File: config.mk
export PLATFORM = sky130hd
export DESIGN_NAME = ram_rd_check
export DESIGN_NICKNAME = d
export VERILOG_FILES = /design/src/rtl/ram_pkg.sv /design/src/rtl/ram_rd_pipe.sv /design/src/rtl/ram_rd_check.sv
export SDC_FILE = /design/constraint.sdc
export NUM_CORES = 1
export LEC_CHECK = 0
export ABC_AREA = 1
export CORE_AREA = 2 2 189 191
export CTS_BUF_LIST = sky130_fd_sc_hd__clkbuf_8
export DETAILED_ROUTE_END_ITERATION = 10
export DIE_AREA = 0 0 191 193
export SLEW_MARGIN = 25
export SYNTH_ARGS = -nofsm -noshare
export SYNTH_HDL_FRONTEND = slang
export SYNTH_SLANG_ARGS = --single-unit
File: constraint.sdc
create_clock -name sys_clk -period 4.4 [get_ports sys_clk]
set_clock_uncertainty 0.1 [all_clocks]
set_input_delay 1.32 -clock sys_clk [delete_from_list [all_inputs] [get_ports sys_clk]]
set_output_delay 1.32 -clock sys_clk [all_outputs]
set_load 0.03 [all_outputs]
File: src/rtl/ram_pkg.sv
// Shared definitions for the RAM read checker: default geometry,
// pass/fail state encoding and saturating 16-bit counter helpers.
package ram_pkg;

  localparam int ADDR_W_DEF = 5;
  localparam int DATA_W_DEF = 8;
  localparam int CNT_W      = 16;

  // Counters stop here instead of wrapping back to zero.
  localparam logic [CNT_W-1:0] CNT_MAX = 16'hFFFF;

  typedef enum logic {
    ST_PASS = 1'b0,
    ST_FAIL = 1'b1
  } chk_state_e;

  // Increment that holds at CNT_MAX.
  function automatic logic [CNT_W-1:0] sat_inc(input logic [CNT_W-1:0] v);
    return (v == CNT_MAX) ? v : v + CNT_W'(1);
  endfunction

endpackage

File: src/rtl/ram_rd_pipe.sv
// RD_LAT-deep delay line carrying {chk, addr, exp} for each issued read,
// so the expected data lines up with the RAM read return.
module ram_rd_pipe
  import ram_pkg::*;
#(
  parameter int ADDR_W = ADDR_W_DEF,
  parameter int DATA_W = DATA_W_DEF,
  parameter int RD_LAT = 1
) (
  input  logic              sys_clk,
  input  logic              sys_rst,
  input  logic              in_chk,
  input  logic [ADDR_W-1:0] in_addr,
  input  logic [DATA_W-1:0] in_exp,
  output logic              out_chk,
  output logic [ADDR_W-1:0] out_addr,
  output logic [DATA_W-1:0] out_exp
);

  logic [RD_LAT-1:0]             chk_q,  chk_d;
  logic [RD_LAT-1:0][ADDR_W-1:0] addr_q, addr_d;
  logic [RD_LAT-1:0][DATA_W-1:0] exp_q,  exp_d;

  // Shift: stage 0 takes the new issue, every later stage takes its predecessor.
  always_comb begin
    chk_d     = '0;
    addr_d    = '0;
    exp_d     = '0;
    chk_d[0]  = in_chk;
    addr_d[0] = in_addr;
    exp_d[0]  = in_exp;
    for (int i = 1; i < RD_LAT; i++) begin
      chk_d[i]  = chk_q[i-1];
      addr_d[i] = addr_q[i-1];
      exp_d[i]  = exp_q[i-1];
    end
  end

  // Stage registers; reset clears the valid bits so in-flight reads are dropped.
  always_ff @(posedge sys_clk or posedge sys_rst) begin
    if (sys_rst) begin
      chk_q  <= '0;
      addr_q <= '0;
      exp_q  <= '0;
    end else begin
      chk_q  <= chk_d;
      addr_q <= addr_d;
      exp_q  <= exp_d;
    end
  end

  assign out_chk  = chk_q[RD_LAT-1];
  assign out_addr = addr_q[RD_LAT-1];
  assign out_exp  = exp_q[RD_LAT-1];

endmodule

File: src/rtl/ram_rd_check.sv
// Snooping read checker for a single-port RAM: keeps a shadow of every
// written word, compares each read return against the value captured at
// issue, and reports counts, sticky pass/fail and the first mismatch.
module ram_rd_check
  import ram_pkg::*;
#(
  parameter int ADDR_W = ADDR_W_DEF,
  parameter int DATA_W = DATA_W_DEF,
  parameter int RD_LAT = 1
) (
  input  logic              sys_clk,
  input  logic              sys_rst,
  input  logic              ram_en,
  input  logic              ram_we,
  input  logic [ADDR_W-1:0] ram_addr,
  input  logic [DATA_W-1:0] ram_wr_data,
  input  logic [DATA_W-1:0] ram_rd_data,
  input  logic              clr,
  output logic              chk_valid,
  output logic              chk_ok,
  output logic [15:0]       rd_cnt,
  output logic [15:0]       err_cnt,
  output logic              err_flag,
  output logic [ADDR_W-1:0] err_addr,
  output logic [DATA_W-1:0] err_exp,
  output logic [DATA_W-1:0] err_got
);

  localparam int DEPTH = 1 << ADDR_W;

  logic              wr_issue;
  logic              rd_issue;
  logic              issue_chk;
  logic              pipe_chk;
  logic [ADDR_W-1:0] pipe_addr;
  logic [DATA_W-1:0] pipe_exp;
  logic              cmp_match;

  logic [DATA_W-1:0] shadow_q [DEPTH];
  logic [DEPTH-1:0]  vld_q, vld_d;

  chk_state_e        state_q, state_d;
  logic              chk_valid_q, chk_valid_d;
  logic              chk_ok_q, chk_ok_d;
  logic [15:0]       rd_cnt_q, rd_cnt_d;
  logic [15:0]       err_cnt_q, err_cnt_d;
  logic [ADDR_W-1:0] err_addr_q, err_addr_d;
  logic [DATA_W-1:0] err_exp_q, err_exp_d;
  logic [DATA_W-1:0] err_got_q, err_got_d;

  assign wr_issue = ram_en & ram_we;
  assign rd_issue = ram_en & ~ram_we;

  // Shadow data mirrors every write; its contents need no reset because vld gates use.
  always_ff @(posedge sys_clk) begin
    if (wr_issue) begin
      shadow_q[ram_addr] <= ram_wr_data;
    end
  end

  // Mark a location as known once it has been written.
  always_comb begin
    vld_d = vld_q;
    if (wr_issue) begin
      vld_d[ram_addr] = 1'b1;
    end
  end

  // Valid vector is reset so a fresh run never checks stale shadow contents.
  always_ff @(posedge sys_clk or posedge sys_rst) begin
    if (sys_rst) begin
      vld_q <= '0;
    end else begin
      vld_q <= vld_d;
    end
  end

  // Only reads of written locations are marked for checking; the expected
  // word is frozen here so a later write cannot disturb the pending compare.
  assign issue_chk = rd_issue & vld_q[ram_addr];

  ram_rd_pipe #(
    .ADDR_W (ADDR_W),
    .DATA_W (DATA_W),
    .RD_LAT (RD_LAT)
  ) u_pipe (
    .sys_clk  (sys_clk),
    .sys_rst  (sys_rst),
    .in_chk   (issue_chk),
    .in_addr  (ram_addr),
    .in_exp   (shadow_q[ram_addr]),
    .out_chk  (pipe_chk),
    .out_addr (pipe_addr),
    .out_exp  (pipe_exp)
  );

  assign cmp_match = (ram_rd_data == pipe_exp);

  // Compare, count and run the pass/fail FSM; clr overrides a coincident result.
  always_comb begin
    state_d     = state_q;
    chk_valid_d = 1'b0;
    chk_ok_d    = 1'b0;
    rd_cnt_d    = rd_cnt_q;
    err_cnt_d   = err_cnt_q;
    err_addr_d  = err_addr_q;
    err_exp_d   = err_exp_q;
    err_got_d   = err_got_q;
    if (clr) begin
      state_d    = ST_PASS;
      rd_cnt_d   = '0;
      err_cnt_d  = '0;
      err_addr_d = '0;
      err_exp_d  = '0;
      err_got_d  = '0;
    end else if (pipe_chk) begin
      chk_valid_d = 1'b1;
      chk_ok_d    = cmp_match;
      rd_cnt_d    = sat_inc(rd_cnt_q);
      if (!cmp_match) begin
        err_cnt_d = sat_inc(err_cnt_q);
        case (state_q)
          ST_PASS: begin
            state_d    = ST_FAIL;
            err_addr_d = pipe_addr;
            err_exp_d  = pipe_exp;
            err_got_d  = ram_rd_data;
          end
          default: begin
            state_d = ST_FAIL;
          end
        endcase
      end
    end
  end

  // Status, counter and capture registers.
  always_ff @(posedge sys_clk or posedge sys_rst) begin
    if (sys_rst) begin
      state_q     <= ST_PASS;
      chk_valid_q <= 1'b0;
      chk_ok_q    <= 1'b0;
      rd_cnt_q    <= '0;
      err_cnt_q   <= '0;
      err_addr_q  <= '0;
      err_exp_q   <= '0;
      err_got_q   <= '0;
    end else begin
      state_q     <= state_d;
      chk_valid_q <= chk_valid_d;
      chk_ok_q    <= chk_ok_d;
      rd_cnt_q    <= rd_cnt_d;
      err_cnt_q   <= err_cnt_d;
      err_addr_q  <= err_addr_d;
      err_exp_q   <= err_exp_d;
      err_got_q   <= err_got_d;
    end
  end

  assign chk_valid = chk_valid_q;
  assign chk_ok    = chk_ok_q;
  assign rd_cnt    = rd_cnt_q;
  assign err_cnt   = err_cnt_q;
  assign err_flag  = (state_q == ST_FAIL);
  assign err_addr  = err_addr_q;
  assign err_exp   = err_exp_q;
  assign err_got   = err_got_q;

endmodule

==> implementation parameters <==
Parameter                              Value

Outcome
  Status ... finished, final reports clean

Global route
  Via count of the first global-routing pass ... 10.2k
  Number of antenna violations at the first check in global routing ... 1
  Total global-route track usage ... 0.206
  Wire length of the first global-routing pass ... 58,100 um
  Global route overflow ... 0
  Largest net degree at the start of global routing ... 65

Cells and area
  Most used cells in the layout excluding fill and tap cells ... sky130_fd_sc_hd__nand2_1, sky130_fd_sc_hd__edfxtp_1, sky130_fd_sc_hd__nor2_1
  Most frequent standard cell in the layout excluding fill and tap cells ... sky130_fd_sc_hd__nand2_1
  Fraction of layout cells with a size suffix above 1 ... 0.114
  Area growth, synth to finish ... 17.4%
  Post-route insts no fill ... ~2.1k
  Number of nets in the finished design ... roughly 1.6k
  N_diodes ... 0
  Layout Utilization ... 0.509
  # fillers ... 3,213

Timing
  Maximum frequency from static timing analysis ... 302 MHz
  Number of setup violations in the final report ... 0
  Crit share post-route ... 0.754
  Setup repair after global routing missed its margin ... false
  Time the worst path needs with I/O delays and setup ... 3320 ps
  Sum of negative setup slack ... 0 ps
  Max-slew headroom ... 0.398
  Worst setup slack after layout ... 1080 ps
  Slew of the pin with the lowest slew margin ... 899 ps
  Endpoints failing hold ... 0
  Number of slew-limit violations in the final report ... 0

Critical path
  Max Fanout on Critical Path ... 7
  Buffer and inverter count on the worst path ... 1
  Signal arrival time at the worst endpoint ... roughly 1900 ps
  R2R Setup Slk ... 2080 ps
  Cells traversed along the worst timing path ... clkdlybuf4s50_1
  R2R Path Start ... rd_cnt[0]
  Crit path capture type ... output pin
  Crit Reg-Reg Endpoint ... rd_cnt[4]
  Cell at the slowest stage of the critical path ... sky130_fd_sc_hd__clkdlybuf4s50_1
  Highest cell delay on the worst timing path ... 730 ps
  WP data required ... 2980 ps
  Setup crit start kind ... register
  Cell count of the worst reg-to-reg path ... 8
  Kind of cell with the highest combined delay on the critical path ... buffers and inverters
  Type of the worst setup path ... reg -> out

Drt
  Number of nets with antenna violations after routing ... 0
  Iter 0 DRT Violations ... 729
  Total Wirelength ... 37,000 um
  Total via count after detailed routing ... just over 10k
  # DRC ... 0
  Avg WL per Cell ... roughly 18 um
  Routed vias/inst ... 5.03
  Count of TritonRoute iterations in the first routing pass ... 5

Synth
  Mean instance size in the synthesized netlist ... 10.7 sq um
  Nets in the synthesized netlist ... 1,440
  Post-synth cell types ... 36
  Fraction of synthesized area in multiplexers ... 0.000661
  Post-Syn Area ... between 15,000 and 20,000 sq um
  Synth Area in Compound Gates ... 0.0391
  Portion of the post-synthesis area used by sequential elements ... 0.676
  Main combinational cell family by area after synthesis ... simple AND/OR/NAND/NOR gates
  Fraction of synthesized cell area in xor and xnor cells ... 0.00694
  Synthesized instance count ... 1,412
  Number of warnings reported in the yosys synthesis log ... 0
  FF+latch count, synth ... 358
  Area share of fa/ha/maj cells after synthesis ... 0.00165
  Share of synthesized cell area in and, or, nand and nor gates ... 0.238

Floorplanning
  Total number of placement rows ... 69
  Die width ... 191 um
  Starting utilization of the core area ... 0.433
  Overall die height ... 193 um
  Die Area ... 36,900 sq um
  Placeable Area ... 35,000 sq um
  Number of I/O pins ... 82

CTS
  Hold-fix buffer count after cts ... 0
  Number of clock sinks ... 358
  Clock slew at the register clock pins of the worst setup and hold paths ... 60 ps
  Total number of H-tree levels ... 2
  Root Driver ... sky130_fd_sc_hd__clkbuf_8
  Clock tree from TritonCTS ... done
  Skew-Pair Late Insertion Delay ... around 640 ps
  CTS buffer count ... between 50 and 60
  Deepest clock path buffer count ... 3
  Resized cells post-CTS ... 0
  Setup fix buffers added after clock tree synthesis ... 0

Placement
  Final weighted congestion of routability-driven global placement ... 0.884
  Post-Place Cells ... slightly below 2k
  DP Worst Slack ... between 500 and 600 ps
  DP HPWL ... 23,600 um
  Input/output buffers ... 81

Min path
  Worst hold start ... vld_q[10]
  Hold EP ... vld_q[10]
  Path class of the lowest-slack min-delay path ... reg -> reg
  Number of instances on the worst hold path ... 2

Pwr
  IR drop worst, VDD ... between 0.2 and 0.3 mV
  Leakage dissipation ... between 7 and 8 nW
  Power Dens Cells ... 406 nW/um^2

Run
  Max-cap violations ... 0
==> power by group <==
part | leakage [nW] | total, W | switching, W | internal (W)
Sequential | 3.61 | 0.00379 | 0.0000640 | 0.00372
Clock | 0.694 | 0.00286 | 0.00132 | 0.00154
Combinational | 2.82 | 0.000572 | 0.000375 | 0.000197
==> how the worst max path moves through the flow <==
stage / to / slack (ps) / from / cells after the start
after floorplan: chk_ok / 300 / sys_rst / 1
after global placement: shadow_q[30][6] / 550 / ram_addr[2] / 5
after detailed placement: shadow_q[25][5] / 510 / ram_addr[0] / 5
after CTS: err_cnt[2] / 1040 / err_cnt[2] / 1
after global routing: shadow_q[25][5] / 1000 / ram_addr[0] / 5
final: err_cnt[2] / 1080 / err_cnt[2] / 1
==> per-stage QoR <==
step	hold slack, ps	instance area (sq um)	power, W
global route	363	17800	0.00751
floorplan	324	15200	0.00419
CTS	353	17800	0.00731
detailed placement	341	16600	0.00443
global placement	335	16600	0.00442
finish	352	17800	0.00722
==> logic make-up (layout without fill, tap and decap cells) <==
logic type / after synthesis / in the layout
xor+xnor: 12 / 12
buf+inv: 120 / 307
flops: 358 / 358
simple gates: 839 / 839
compound gates: 80 / 80
mux: 1 / 1
fa+ha+maj: 2 / 2
==> cells in the mapped netlist, drive strengths merged <==
cell    number  area share
a22oi       48       0.027
nand3       57       0.019
buf         51       0.021
xnor2        4      0.0023
xor2         8      0.0046
nor2       122       0.032
ha           2      0.0017
edfxtp     256        0.51
o21ai       26      0.0093
inv         66       0.016
nor4         1     0.00041
dfrtp      102        0.17
clkbuf       3     0.00074
nand3b       6      0.0030
nand2      563        0.14
a21oi        2     0.00066
o21bai       4      0.0020
or2         27       0.011
nand4       50       0.021
nor3        12      0.0099
mux2i        1     0.00066
and2         1     0.00041
==> cell type report <==
type | instances | area, sq um | area share
inverters | 66 | 250 | 0.0141
well taps | 461 | 577 | 0.0324
flip-flops and latches | 358 | 10200 | 0.575
clock inverters | 46 | 280 | 0.0157
repair buffers | 130 | 1210 | 0.0678
multi-input cells | 934 | 4350 | 0.244
clock buffers | 65 | 895 | 0.0503
==> sequential cells by signal, summed over array words and instances (netlist names) <==
register	count
chk_ok	1
chk_valid	1
err_addr	5
err_cnt	16
err_exp	8
err_flag	1
err_got	8
rd_cnt	16
shadow_q	256
u_pipe.out_addr	5
u_pipe.out_chk	1
u_pipe.out_exp	8
vld_q	32
==> routing by layer <==
layer / track usage / vias to the layer above / share of wire
met5: 0 / - / 0.00024
met4: 0.0736 / 2 / 0.022
met3: 0.0328 / 62 / 0.054
met2: 0.321 / 275 / 0.45
met1: 0.296 / 4984 / 0.47
li1: - / 5033 / -
No activity file was read; power rests on OpenSTA's default activity.
